<file path="config.mk">
export PLATFORM = sky130hd
export DESIGN_NAME = simple_cpu_job_arbiter
export DESIGN_NICKNAME = d
export VERILOG_FILES = /design/src/rtl/simple_cpu_arb_pkg.sv /design/src/rtl/simple_cpu_job_arbiter_rr_arbiter.sv /design/src/rtl/simple_cpu_job_arbiter.sv
export SDC_FILE = /design/constraint.sdc
export NUM_CORES = 1
export LEC_CHECK = 0
export ABC_CLOCK_PERIOD_IN_PS = 4400
export CELL_PAD_IN_SITES_DETAIL_PLACEMENT = 0
export CELL_PAD_IN_SITES_GLOBAL_PLACEMENT = 1
export CORE_MARGIN = 4
export CORE_UTILIZATION = 28
export CTS_BUF_LIST = sky130_fd_sc_hd__clkbuf_8 sky130_fd_sc_hd__clkbuf_16
export DETAILED_ROUTE_END_ITERATION = 8
export GPL_TIMING_DRIVEN = 1
export PLACE_DENSITY = 0.91
export RECOVER_POWER = 50
export SLEW_MARGIN = 20
export SYNTH_ARGS = -nofsm -noshare
export SYNTH_HDL_FRONTEND = slang
export SYNTH_SLANG_ARGS = --single-unit
</file>
<file path="constraint.sdc">
create_clock -name clk -period 4.4 [get_ports clk]
set_input_delay 0.66 -clock clk [delete_from_list [all_inputs] [get_ports clk]]
set_output_delay 0.66 -clock clk [all_outputs]
set_load 0.03 [all_outputs]
</file>
<file path="src/rtl/simple_cpu_arb_pkg.sv">
// simple_cpu_arb_pkg: sequencer state encoding and default watchdog limit for simple_cpu_job_arbiter
package simple_cpu_arb_pkg;
  typedef enum logic [2:0] {
    IDLE   = 3'd0,
    CLEAR  = 3'd1,
    LAUNCH = 3'd2,
    RUN    = 3'd3,
    RESP   = 3'd4
  } state_t;
  localparam int WDT_CYCLES_DEF = 1024;
endpackage

</file>
<file path="src/rtl/simple_cpu_job_arbiter_rr_arbiter.sv">
// rr_arbiter: picks the first request at or above ptr (with wrap) as a one-hot grant plus index
module rr_arbiter #(
  parameter int NUM_REQ = 4,
  parameter int ID_W    = 2
) (
  input  logic [NUM_REQ-1:0] req,
  input  logic [ID_W-1:0]    ptr,
  output logic [NUM_REQ-1:0] gnt,
  output logic [ID_W-1:0]    idx,
  output logic               any
);
  logic [ID_W:0]   s;
  logic [ID_W-1:0] j;
  // scan from the farthest candidate back to ptr so the nearest request wins
  always_comb begin
    gnt = '0;
    idx = '0;
    s   = '0;
    j   = '0;
    any = |req;
    for (int k = NUM_REQ - 1; k >= 0; k--) begin
      s = {1'b0, ptr} + (ID_W+1)'(k);
      j = (s >= (ID_W+1)'(NUM_REQ)) ? ID_W'(s - (ID_W+1)'(NUM_REQ)) : ID_W'(s);
      if (req[j]) begin
        gnt    = '0;
        gnt[j] = 1'b1;
        idx    = j;
      end
    end
  end
endmodule

</file>
<file path="src/rtl/simple_cpu_job_arbiter.sv">
// simple_cpu_job_arbiter: round-robin job sequencer sharing one simple_cpu_top; SIMPLE_CPU_ARB_WDT_EN enables the RUN watchdog
module simple_cpu_job_arbiter
  import simple_cpu_arb_pkg::*;
#(
  parameter int BIT_WIDTH  = 16,
  parameter int NUM_REQ    = 4,
  parameter int ID_W       = 2,
  parameter int WDT_CYCLES = WDT_CYCLES_DEF
) (
  input  logic                         clk,
  input  logic                         rst,
  input  logic [NUM_REQ-1:0]           req_valid,
  output logic [NUM_REQ-1:0]           req_ready,
  input  logic [NUM_REQ*BIT_WIDTH-1:0] req_a,
  input  logic [NUM_REQ*BIT_WIDTH-1:0] req_b,
  output logic                         rsp_valid,
  input  logic                         rsp_ready,
  output logic [ID_W-1:0]              rsp_id,
  output logic [BIT_WIDTH-1:0]         rsp_result,
  output logic                         rsp_err,
  output logic                         cpu_rst_n,
  output logic                         cpu_start,
  output logic [BIT_WIDTH-1:0]         cpu_operand_a,
  output logic [BIT_WIDTH-1:0]         cpu_operand_b,
  input  logic [BIT_WIDTH-1:0]         cpu_result,
  input  logic                         cpu_done,
  output logic                         busy
);
  state_t              state, state_nx;
  logic [ID_W-1:0]     rr_ptr, g_idx;
  logic [NUM_REQ-1:0]  g_vec;
  logic                g_any, wdt_hit, grant, finish;

  rr_arbiter #(.NUM_REQ(NUM_REQ), .ID_W(ID_W)) u_rr (
    .req(req_valid),
    .ptr(rr_ptr),
    .gnt(g_vec),
    .idx(g_idx),
    .any(g_any)
  );

`ifdef SIMPLE_CPU_ARB_WDT_EN
  localparam int WDT_W = $clog2(WDT_CYCLES + 1);
  logic [WDT_W-1:0] wdt_cnt;
  // count RUN cycles of the current job; cleared outside RUN
  always_ff @(posedge clk) begin
    if (rst || state != RUN) wdt_cnt <= '0;
    else wdt_cnt <= wdt_cnt + 1'b1;
  end
  assign wdt_hit = state == RUN && !cpu_done && wdt_cnt == WDT_W'(WDT_CYCLES - 1);
`else
  assign wdt_hit = 1'b0;
`endif

  assign grant     = state == IDLE && g_any;
  assign finish    = state == RUN && (cpu_done || wdt_hit);
  assign req_ready = (state == IDLE && !rst) ? g_vec : '0;
  assign rsp_valid = state == RESP;
  assign cpu_rst_n = state != CLEAR;
  assign cpu_start = state == LAUNCH;
  assign busy      = state != IDLE;

  // job sequence: grant, clear CPU, start it, wait for done, hold response until taken
  always_comb begin
    state_nx = state == IDLE   ? (g_any ? CLEAR : IDLE) :
               state == CLEAR  ? LAUNCH :
               state == LAUNCH ? RUN :
               state == RUN    ? (finish ? RESP : RUN) :
               state == RESP   ? (rsp_ready ? IDLE : RESP) : IDLE;
  end

  // state register
  always_ff @(posedge clk) begin
    if (rst) state <= IDLE;
    else state <= state_nx;
  end

  // latch the granted job at grant and its outcome when RUN ends
  always_ff @(posedge clk) begin
    if (rst) begin
      rr_ptr        <= '0;
      rsp_id        <= '0;
      rsp_result    <= '0;
      rsp_err       <= 1'b0;
      cpu_operand_a <= '0;
      cpu_operand_b <= '0;
    end else begin
      if (grant) begin
        rr_ptr        <= (g_idx == ID_W'(NUM_REQ - 1)) ? '0 : g_idx + 1'b1;
        rsp_id        <= g_idx;
        cpu_operand_a <= req_a[g_idx*BIT_WIDTH +: BIT_WIDTH];
        cpu_operand_b <= req_b[g_idx*BIT_WIDTH +: BIT_WIDTH];
      end
      if (finish) begin
        rsp_result <= cpu_done ? cpu_result : '0;
        rsp_err    <= wdt_hit;
      end
    end
  end
endmodule

</file>
## Yosys cells after proc, flatten, opt, wreduce, memory -nomap -nowiden

Cells that the tools add are included.

- Flip-flop bits (word level): 55
- Input bits: 152
- Output and inout port bits: 59

- Add/subtract/negate cells: 8
- $lt $le $gt $ge: 12
- Eq/ne operators: 6
- Shift operators: 2
- Mux-type cells: 39
- Reduce and logical (&&, ||, !) cells: 11

Operator list:

| cell | count |
|---|---|
| indexed part select 64 x 7 -> 16 bit | 2 |
| two-way mux 3 bit | 7 |
| two-way mux 4 bit | 5 |
| two-way mux 2 bit | 9 |
| two-way mux 16 bit | 1 |
| < comparator 2 x 3 -> 1 bit, second input constant | 4 |
| >= comparator 3 bit, second input constant | 3 |
| two-way mux 1 bit | 9 |
| binary-select mux 1 bit (select 2 bit) | 4 |
| demux 1 bit (select 2 bit) | 4 |
| >= comparator 2 x 1 -> 1 bit, second input constant | 4 |
| subtractor 2 x 1 -> 2 bit, second input constant | 4 |
| logical AND 1 bit | 7 |
| adder 2 x 2 -> 3 bit, second input constant | 2 |
| == test 3 x 2 -> 1 bit, second input constant | 2 |
| OR reduction 4 bit | 1 |
| adder 2 x 1 -> 3 bit, second input constant | 1 |
| == test 3 x 1 -> 1 bit, second input constant | 1 |
| == test 3 bit, second input constant | 1 |
| >= comparator 2 x 3 -> 1 bit, second input constant | 1 |
| logical NOT 3 bit | 1 |
| inequality test 3 x 1 -> 1 bit, second input constant | 1 |
| nonzero test 3 bit | 1 |
| adder 2 x 1 -> 2 bit, second input constant | 1 |
| other kinds (2) | 2 |

## Depth between registers and ports, before layout

Gate-level depths: netlist of run 1.

- Depth in word-level cells: 12
- Depth in mapped cells: 16

## Hierarchy

From an unflattened synthesis of run 1, not the netlist that was laid out.

- Cell total of the unflattened synthesis: 288
- Area, all modules: 3205.6 um^2

Modules (own cells, without submodules):

| module | times used | cells an instance | area each (um^2) | seq. area each (um^2) |
|---|---|---|---|---|
| simple_cpu_job_arbiter | 1 | 226 | 2707.6 | 1101.1 |
| rr_arbiter | 1 | 62 | 498.0 | 0.0 |

## Least setup slack after synthesis of run 1

Ideal clock, no wire load.

- Path kind: register -> register
- Start: register rr_ptr[0]
- End: register rr_ptr[0]
- Library setup time: 70 ps
- Arrival: 3720 ps
- Required time: 4330 ps
- Slack: 610 ps
- Stages on the path, launching flop included: 16
- Path buffers: 7
- Cell sequence: dfxtp_1 buf_6 buf_2 inv_1 clkbuf_1 clkbuf_1 ha_1 mux4_2 buf_2 o211a_1 nand2b_1 buf_2 buf_4 ha_1 or3_1 a21oi_1

- Cells in the longest elaborated chain, start to end: 11
- Elaborated cells between the ends (all ways): 30
- Classes of those cells: add/sub (8); order compare (4); eq/ne (1); mux (17)

Ends and longest elaborated chain:

| what | RTL line | source |
|---|---|---|
| start, declared | simple_cpu_job_arbiter.sv:30 | `logic [ID_W-1:0] rr_ptr, g_idx;` |
| start signal, assigned | simple_cpu_job_arbiter.sv:89 | `rr_ptr <= (g_idx == ID_W'(NUM_REQ - 1)) ? '0 : g_idx + 1'b1;` |
| adder 2 x 2 -> 3 bit | simple_cpu_job_arbiter_rr_arbiter.sv:22 | `s = {1'b0, ptr} + (ID_W+1)'(k);` |
| >= comparator 3 bit or subtractor 2 x 1 -> 2 bit (tied branches) | simple_cpu_job_arbiter_rr_arbiter.sv:23 | `j = (s >= (ID_W+1)'(NUM_REQ)) ? ID_W'(s - (ID_W+1)'(NUM_REQ)) : ID_W'(s);` |
| two-way mux 2 bit | simple_cpu_job_arbiter_rr_arbiter.sv:23 |  |
| binary-select mux 1 bit (select 2 bit) | simple_cpu_job_arbiter_rr_arbiter.sv:24 | `if (req[j]) begin` |
| two-way mux 1 bit (implied by the code) | simple_cpu_job_arbiter_rr_arbiter.sv:24 |  |
| two-way mux 2 bit (3 in series) | simple_cpu_job_arbiter_rr_arbiter.sv:24 |  |
| two-way mux 2 bit (*) | simple_cpu_job_arbiter_rr_arbiter.sv:24 |  |
| via g_idx[0] | simple_cpu_job_arbiter.sv:30 |  |
| adder 2 x 1 -> 2 bit or == test 2 bit (tied branches) | simple_cpu_job_arbiter.sv:89 |  |
| two-way mux 2 bit (*) | simple_cpu_job_arbiter.sv:89 |  |

The timed path passes the listed nets; every way through them passes the cells marked *. The select of a mux whose other input is x is not followed.
A chain may end at the register's enable or synchronous reset.

## Worst setup path in the final report of run 1

- Start: register rr_ptr[1]
- End: output req_ready[3]

- Cells in the longest elaborated chain, start to end: 12
- Elaborated cells between the ends (all ways): 48
- Classes of those cells: add/sub (7); order compare (12); mux (25); reduce/logical (4)

Ends and longest elaborated chain:

| what | RTL line | source |
|---|---|---|
| adder 2 x 2 -> 3 bit | simple_cpu_job_arbiter_rr_arbiter.sv:22 |  |
| >= comparator 3 bit or subtractor 2 x 1 -> 2 bit (tied branches) | simple_cpu_job_arbiter_rr_arbiter.sv:23 |  |
| two-way mux 2 bit | simple_cpu_job_arbiter_rr_arbiter.sv:23 |  |
| < comparator 2 x 3 -> 1 bit (implied by the code) or >= comparator 2 x 1 -> 1 bit (tied branches) | simple_cpu_job_arbiter_rr_arbiter.sv:26 | `gnt[j] = 1'b1;` |
| logical AND 1 bit (implied by the code) | simple_cpu_job_arbiter_rr_arbiter.sv:26 |  |
| two-way mux 1 bit (implied by the code) | simple_cpu_job_arbiter_rr_arbiter.sv:26 |  |
| demux 1 bit (select 2 bit) | n/a |  |
| two-way mux 4 bit (3 in series) | simple_cpu_job_arbiter_rr_arbiter.sv:24 |  |
| two-way mux 4 bit (*) | simple_cpu_job_arbiter_rr_arbiter.sv:24 |  |
| two-way mux 4 bit (*) | simple_cpu_job_arbiter.sv:57 | `assign req_ready = (state == IDLE && !rst) ? g_vec : '0;` |
| end, declared | simple_cpu_job_arbiter.sv:13 | `output logic [NUM_REQ-1:0] req_ready,` |

Every way passes the cells marked *; elsewhere a longest branch is shown, timed or not. The select of a mux whose other input is x is not followed.

==> metrics.txt, run 1 <==
initial antenna violation count 0; Main synth FF type dfxtp_1; EDFF count, synth 0; Area growth syn-to-layout 58.6%; most common cell after layout, fill and taps aside clkdlybuf4s50_1; MaxCap Viol Count 1; vias in the first global route 4445; port bufs 209; total die area 0.0167 mm2; setup TNS 0 ps; first-pass GRT wire length 23700 um; total congestion overflow 0; clock tree buffer depth 2; Pins Over Slew Limit 38; startpoint class of the critical path flip-flop; status complete, but fails checks; Cell variety after synth 47; count of state elements after synthesis 55; Worst path slowest cell mux4_2; CTS tree done; post-CTS setup buffers 0; Via density 5.22; RSZ-0062 raised after global routing false; most frequent cells in the layout clkdlybuf4s50_1 (154), nand2_1 (99), a21oi_1 (63), dfxtp_1 (55), dlygate4sd3_1 (51); clock skew 14.4 ps; Final Power 3.22 mW; clock root cell clkbuf_16; Worst VDD drop 230 uV; CP delay by family, top multiplexers; # fillers 1435; post-route ant nets 0; CP Data Arrival Time 2920 ps; part of the cycle the worst path needs 81.4%; crit-path cells inv_1, ha_1, mux4_2, o21ai_0, nand2_1, a21oi_1, buf_12; Synth Warn # 0; Final GP Congestion 0.778; Tmin final 3580 ps; Post-DP HPWL 11500 um; Total GRT Usage 17.8%; wire per inst 17.4 um; clk sinks 55; layout cells sized above 1 7.44%; sequential area share after synthesis 26.8%; crit path kind reg -> out; Tightest Hold Check Type reg -> reg; cell row count 44; crit path capture type output port; failing checks capacitance limit, slew limit; routed vias 4753; relative slew slack -27.7%; Avg Inst Size Synth 7.62 um2; H-tree Lvls 2; Max Fclk 279 MHz; CP max FO 11; Final Hold Fails 0; Worst-path clk slew 80 ps; Die X-Extent 129 um; Post-Syn Instances 540; leakage 2.47 nW; largest net degree at the start of global routing 38; worst slew pin tran 1920 ps; cell area after synthesis 0.00411 mm2; DRC violations left 0; post-cts resize count 0; drt total wl 15800 um; syn_nets 700; PD cells 494 mW/mm2; core box area 0.0145 mm2; Worst path max stage delay 640 ps; Layout Utilization 45.1%; async set-reset flop share out of synthesis 0%; drt pass-1 iters 5; die height 129 um; Boundary Pins 211; # hold bufs at CTS 0; n_diodes 0; worst-skew pair later-pin latency 310 ps; Final nets 885; Worst Path Buf+Inv 2; # setup viols final 0; number of buffers created by CTS 5; Initial Util 28.4%; 1st-iter DRT viols 354; Worst Path Required 3740 ps
kinds of logic after synthesis:
kind of cell,after synthesis,synth area share (%)
and+or+nand+nor,197,20.7
muxes,48,13.1
other,1,0.0912
DFF,55,26.8
adders and majority gates,8,2.43
AOI/OAI and AO/OA,166,29.2
buffers and inverters,65,7.66
tightest hold or removal path: stages, from the launching register on:
cell	delay, ps
dfxtp_1	310
nand2_1	50
a21oi_1	50
layer usage:
metal,global-route usage (%),vias up,part of all wire (%)
li1,-,2345,-
met1,22.2,2197,41
met2,29.0,185,47
met3,5.40,26,9.3
met4,6.61,0,2.6
met5,0,-,0
cell type report:
class / count / area (um2) / area share, %
Tap cell: 184 / 230 / 3.53
Multi-Input combinational cell: 420 / 2710 / 41.6
Clock inverter: 3 / 21.3 / 0.326
Clock buffer: 5 / 125 / 1.92
Sequential cell: 55 / 1100 / 16.9
Timing Repair Buffer: 227 / 2280 / 34.9
Inverter: 16 / 60.1 / 0.920
Yosys cell counts (2+ instances only):
library cell	instances	area, um2
mux2i_1	41	410
nor2_1	38	143
a2111oi_0	4	35.0
dfxtp_1	55	1100
a22oi_1	4	30.0
nand2_1	99	372
ha_1	8	100
nand2b_1	4	25.0
o21ai_2	2	17.5
a221o_1	13	130
o211ai_1	11	82.6
a2111oi_1	11	110
o221ai_2	11	165
or3_1	4	25.0
o221ai_1	9	78.8
nor3b_1	2	15.0
nand3_1	27	135
mux4_2	4	90.1
nor3_1	14	70.1
buf_4	8	60.1
buf_6	2	22.5
clkbuf_1	18	67.6
or4_1	2	15.0
inv_1	15	56.3
a21oi_1	63	315
o21ai_1	9	45.0
o22ai_1	13	81.3
o21ai_0	10	50.1
buf_2	21	105
flip-flops by register name, summed over array words and instances, names as in the netlist:
register / count
cpu_operand_a: 16
rr_ptr: 2
rsp_id: 2
rsp_result: 16
state: 3
cpu_operand_b: 16
power by group:
part	total, mW	switching (mW)	internal (mW)	leakage [nW]
clock network	0.416	0.204	0.212	0.0752
registers	0.681	0.0680	0.613	0.451
logic	2.13	1.24	0.889	1.94
total	3.22	1.51	1.71	2.47
final timing paths:
path / startpoint / to / slack (ps) / cells after the start
max: rr_ptr[1] / req_ready[3] / 820 / 7
min: rsp_result[6] / rsp_result[6] / 450 / 2
max reg2reg: rr_ptr[1] / rr_ptr[0] / 890 / 8
min reg2reg: rsp_result[6] / rsp_result[6] / 450 / 2
stage by stage:
step / hold slack (ps) / instance area (um2) / setup slack, ps / cells
global placement: 440 / 6380 / 872 / 902
finish: 449 / 6530 / 819 / 910
floorplan: 466 / 4110 / 610 / 540
detailed placement: 446 / 6380 / 802 / 902
global route: 469 / 6530 / 650 / 910
CTS: 455 / 6530 / 814 / 910
Power figures use the tool's default switching activity.
==> run 2, diff against run 1 <==
--- a/config.mk
+++ b/config.mk
@@ -5,15 +5,15 @@
 export SDC_FILE = /design/constraint.sdc
 export NUM_CORES = 1
 export LEC_CHECK = 0
-export ABC_CLOCK_PERIOD_IN_PS = 4400
+export ABC_CLOCK_PERIOD_IN_PS = 3000
 export CELL_PAD_IN_SITES_DETAIL_PLACEMENT = 0
 export CELL_PAD_IN_SITES_GLOBAL_PLACEMENT = 1
 export CORE_MARGIN = 4
-export CORE_UTILIZATION = 28
+export CORE_UTILIZATION = 25
 export CTS_BUF_LIST = sky130_fd_sc_hd__clkbuf_8 sky130_fd_sc_hd__clkbuf_16
 export DETAILED_ROUTE_END_ITERATION = 8
 export GPL_TIMING_DRIVEN = 1
-export PLACE_DENSITY = 0.91
+export PLACE_DENSITY = 0.86
 export RECOVER_POWER = 50
 export SLEW_MARGIN = 20
 export SYNTH_ARGS = -nofsm -noshare
==> constraint.sdc (replaced) <==
create_clock -name clk -period 3 [get_ports clk]
set_input_delay 0.45 -clock clk [delete_from_list [all_inputs] [get_ports clk]]
set_output_delay 0.45 -clock clk [all_outputs]
set_load 0.03 [all_outputs]
==> metrics.txt, run 2 (same netlist as run 1, synthesis figures left out) <==
DRC violations left 0 (unchanged); Min Hold Slack 453 ps (+3.25 ps); Gate power share 68.9% (+2.9 points); CP Data Arrival Time 2400 ps (-520 ps); CP max FO 8 (-3); share of power burned in registers 19.2% (-1.9 points); status complete, but fails checks; largest registers cpu_operand_a (16), cpu_operand_b (16), rsp_result (16); placed insts 962 (+6.7%); Int Power 2.87 mW (+68%); worst min-delay path startpoint rsp_result[15]; MaxCap Viol Count 1 (unchanged); port bufs 209 (unchanged); most common cell after layout, fill and taps aside clkdlybuf4s50_1; wire per inst 17.5 um (+0.80%); H-tree Lvls 2 (unchanged); Via density 5.07 (-3.0%); CP startpoint req_valid[1]; reg-to-reg startpoint rr_ptr[0]; Total GRT Usage 17.5% (-0.32 points); Boundary Pins 211 (unchanged); Final GP Congestion 0.859 (+10%); worst slew pin tran 1950 ps (+31.1 ps); vias in the first global route 4964 (+12%); Worst Path Required 2550 ps (-1190 ps); Post-DP HPWL 13000 um (+13%); Pins Over Slew Limit 38 (unchanged); failing checks capacitance limit, slew limit; most frequent cells in the layout clkdlybuf4s50_1 (166), nand2_1 (99), a21oi_1 (59), dfxtp_1 (54), mux2i_1 (41); total die area 0.0186 mm2 (+11%); first-pass GRT wire length 25900 um (+9.3%); clock tree buffer depth 2 (unchanged); Worst VDD drop 342 uV (+48%); Clock power frac 12.0% (-0.9 points); relative slew slack -29.8% (-2.1 points); routed vias 4944 (+4.0%); startpoint class of the critical path primary input; crit path capture type output port; Finished Layout Cells 976 (+7.3%); pre-CTS WS 11.1 ps (-790 ps); clk sinks 55 (unchanged); Final Hold Fails 0 (unchanged); drt pass-1 iters 5 (unchanged); Area growth syn-to-layout 69.8%; PD cells 748 mW/mm2 (+51%); clock skew 11.2 ps (-3.13 ps); Die X-Extent 136 um (+5.5%); Net Sw Power 2.35 mW (+55%); worst-skew pair later-pin latency 310 ps (about the same); leakage 2.66 nW (+7.6%); Layout Utilization 43.7% (-1.4 points); Final nets 918 (+3.7%); part of the cycle the worst path needs 95.1%; Final Power 5.22 mW (+62%); Tightest Hold Check Type reg -> reg; drt total wl 17100 um (+8.1%); Worst-path clk slew 70 ps (about the same); layout cells sized above 1 12.6% (+5.2 points); crit path kind in -> out; clock root cell clkbuf_16; core box area 0.0160 mm2 (+11%); Tmin final 2850 ps; # setup viols final 0 (unchanged); total congestion overflow 0 (unchanged); RSZ-0062 raised after global routing false; 1st-iter DRT viols 352 (-0.56%); initial antenna violation count 1 (+1); # hold bufs at CTS 0 (unchanged); largest net degree at the start of global routing 38 (unchanged); Initial Util 25.7% (-2.7 points); fin worst setup slack 147 ps (-672 ps); Max Fclk 351 MHz; cell row count 46 (+4.5%); CTS tree done; Sw Ratio 45.0% (-1.9 points); die height 136 um (+5.5%); post-route ant nets 0 (unchanged); number of buffers created by CTS 5 (unchanged)
run 2: cell types whose count changed in the layout (fill, tap and decap cells not counted), moves of 4 or more:
cell | before | now
a21oi_1 | 63 | 59
buf_4 | 16 | 40
dlygate4sd3_1 | 51 | 37
buf_12 | 5 | 14
clkdlybuf4s50_1 | 154 | 166
a21oi_2 | 0 | 4
run 2: final timing paths:
path | endpoint | slack (ps) | depth (start not counted)
hold / removal | rsp_result[15] | 450 | 2
setup / recovery | req_ready[2] | 150 | 8
hold reg to reg | rsp_result[15] | 450 | 2
setup reg to reg | cpu_operand_a[10] | 260 | 8
run 2: worst max-delay path, cell delays in order:
cell and delay (ps):
clkdlybuf4s50_1 470, buf_4 190, mux4_2 530, buf_4 180
o21ai_0 160, nand2_1 80, a21oi_2 180, buf_12 150
run 2: per-stage QoR:
step | area, um2 | TNS [ps]
floorplan | 4220 | -189
global placement | 6790 | 0
detailed placement | 6790 | 0
CTS | 6940 | 0
global route | 6990 | 0
finish | 6990 | 0
run 2: timing repair:
action | 4_1_cts | 5_1_grt
resized for setup | 0 | 3
buffers inserted | 0 | 5
setup endpoints to repair | 0 | 4
run 2: area by class of cell:
type / count / area [um2]
diodes: 1 / 2.50
clock buffers: 5 / 125
clock inverters: 3 / 22.5
fillers: 1635 / 9010
inverters: 16 / 62.6
multi-input cells: 420 / 2760
flip-flops and latches: 55 / 1100
well taps: 216 / 270
repair buffers: 260 / 2640
run 2: layer usage:
| layer | routed length, um | track usage [%] |
|---|---|---|
| met5 | 0 | 0 |
| met4 | 345 | 4.70 |
| met3 | 1420 | 5.51 |
| met2 | 8400 | 30.2 |
| met1 | 6970 | 20.9 |
run 2: power by group through the flow:
stage,sequential [mW],combinational (mW),clock [mW]
after floorplan,1.31,1.98,0
final,1.00,3.60,0.624
after global routing,1.02,3.87,0.679
after detailed placement,1.02,3.59,0
after CTS,1.01,3.61,0.646
after global placement,1.02,3.57,0
==> run 3, diff against run 2 <==
--- a/config.mk
+++ b/config.mk
@@ -6,14 +6,12 @@
 export NUM_CORES = 1
 export LEC_CHECK = 0
 export ABC_CLOCK_PERIOD_IN_PS = 3000
-export CELL_PAD_IN_SITES_DETAIL_PLACEMENT = 0
-export CELL_PAD_IN_SITES_GLOBAL_PLACEMENT = 1
 export CORE_MARGIN = 4
-export CORE_UTILIZATION = 25
+export CORE_UTILIZATION = 37
 export CTS_BUF_LIST = sky130_fd_sc_hd__clkbuf_8 sky130_fd_sc_hd__clkbuf_16
 export DETAILED_ROUTE_END_ITERATION = 8
 export GPL_TIMING_DRIVEN = 1
-export PLACE_DENSITY = 0.86
+export PLACE_DENSITY = 0.87
 export RECOVER_POWER = 50
 export SLEW_MARGIN = 20
 export SYNTH_ARGS = -nofsm -noshare
==> metrics.txt, run 3 (same netlist as run 1, synthesis figures left out) <==
worst slew pin tran 1830 ps (-119 ps); vias in the first global route 5192 (+4.6%); worst-skew pair later-pin latency 330 ps (+20 ps); first-pass GRT wire length 25700 um (-0.75%); CTS tree done; drt pass-1 iters 6 (+1); CP max FO 8 (unchanged); Final nets 904 (-1.5%); # hold bufs at CTS 0 (unchanged); part of the cycle the worst path needs 97.1% (+2.0 points); port bufs 209 (unchanged); total die area 0.0129 mm2 (-31%); Worst VDD drop 337 uV (-1.4%); largest net degree at the start of global routing 38 (unchanged); DRC violations left 0 (unchanged); Worst Path Buf+Inv 2 (-2); startpoint class of the critical path flip-flop; initial antenna violation count 0 (-1); leakage 2.55 nW (-3.9%); clock root cell clkbuf_8; Total GRT Usage 24.3% (+6.8 points); post-route ant nets 0 (unchanged); 1st-iter DRT viols 584 (+66%); # fillers 955 (-42%); core box area 0.0108 mm2 (-32%); cell row count 38 (-17%); clock skew 18.8 ps (+7.58 ps); wire per inst 18.8 um (+7.0%); CP delay by family, top multiplexers; Boundary Pins 211 (unchanged); Worst-path clk slew 110 ps (+40 ps); Worst Path Required 2550 ps (about the same); H-tree Lvls 2 (unchanged); die height 113 um (-17%); Min Hold Slack 454 ps (+1.60 ps); Tightest Hold Check Type reg -> reg; failing checks capacitance limit, slew limit; # setup viols final 0 (unchanged); clk sinks 55 (unchanged); Max Fclk 343 MHz (-2.1%); crit path kind reg -> out; Worst path max stage delay 620 ps (+90 ps); WL met3 1660 um (+17%); Tmin final 2910 ps (+61.0 ps); WL met1 6250 um (-10%); routed vias 5173 (+4.6%); clock tree buffer depth 2 (unchanged); Via density 5.85 (+16%); drt total wl 16600 um (-3.1%); most frequent cells in the layout clkdlybuf4s50_1 (165), nand2_1 (99), a21oi_1 (59), dfxtp_1 (54), mux2i_1 (41); Final Power 5.00 mW (-4.2%); largest registers cpu_operand_a (16), cpu_operand_b (16), rsp_result (16); MaxCap Viol Count 1 (unchanged); Pins Over Slew Limit 38 (unchanged); crit path capture type output port; Final Hold Fails 0 (unchanged); most common cell after layout, fill and taps aside clkdlybuf4s50_1; relative slew slack -21.8% (+8.0 points); Post-DP HPWL 12500 um (-3.8%); layout cells sized above 1 10.9% (-1.8 points); number of buffers created by CTS 5 (unchanged); crit-path cells buf_4, mux4_2, nor2b_4, a22oi_1, o21ai_0, nand2_1, a21oi_2, buf_12; n_diodes 0 (-1); Worst path slowest cell mux4_2; top routing layer in use met4; CP Data Arrival Time 2460 ps (+60 ps); status complete, but fails checks; Final GP Congestion 0.947 (+10%); Initial Util 38.0% (+12 points); total congestion overflow 0 (unchanged); PD cells 746 mW/mm2 (-0.17%); Die X-Extent 113 um (-17%); Area growth syn-to-layout 63.0%; routed wl met2 8350 um (-0.58%)
-- run 3: changes by cell type in the layout (fill, tap and decap cells not counted), sizes merged --
cell | before | now
buf | 54 | 40
inv | 18 | 16
bufinv | 0 | 1
clkdlybuf4s50 | 166 | 165
clkinv | 1 | 0
clkinvlp | 0 | 1
diode | 1 | 0
dlygate4sd3 | 37 | 38
-- run 3: final timing paths --
kind | start | endpoint | slack, ps | depth (start not counted)
max | rr_ptr[0] | req_ready[2] | 90 | 8
min | rsp_result[6] | rsp_result[6] | 450 | 2
max reg2reg | rr_ptr[0] | cpu_operand_a[10] | 260 | 9
min reg2reg | rsp_result[6] | rsp_result[6] | 450 | 2
-- run 3: worst register-to-register path, cell delays in order, from the launching register on --
cell and delay, ps:
dfxtp_4 440, inv_4 50, ha_4 300, mux4_2 510, buf_4 170, nand2b_1 220, nand3_1 140, nand2_1 80
a2111oi_0 460, a2111oi_0 140
-- run 3: layer usage --
layer	up-vias	GRT usage (%)
li1	2395	-
met1	2411	28.5
met2	332	43.1
met3	35	6.79
met5	-	0
met4	0	7.37
-- run 3: what timing repair did --
action                                  in CTS  in global routing
gates resized for setup                      0                  4
endpoints found under the setup margin       0                  4
setup buffers                                0                  3
-- run 3: area by class of cell --
cell class / instances / area, um2 / share of cell area, %
Multi-Input combinational cell: 420 / 2760 / 41.1
Sequential cell: 55 / 1100 / 16.5
Clock buffer: 5 / 68.8 / 1.03
Clock inverter: 2 / 37.5 / 0.560
Tap cell: 140 / 175 / 2.61
Timing Repair Buffer: 246 / 2500 / 37.3
Inverter: 16 / 62.6 / 0.933
-- run 3: where the power goes --
group / switching, mW / internal (mW)
Combinational: 1.94 / 1.54
Sequential: 0.114 / 0.901
Clock: 0.264 / 0.245
Total: 2.32 / 2.68
-- run 3: through the flow --
stage	std cells	area, um2	setup WS [ps]	utilization, %	TNS, ps
2_1_floorplan	540	4220	-189	-	-189
3_3_place_gp	874	6570	96.2	60.6	0
3_5_place_dp	874	6570	28.9	60.6	0
4_1_cts	881	6680	0.0731	61.6	0
5_1_grt	884	6700	-10.1	61.8	-10.1
6_report	884	6700	86.4	61.8	0
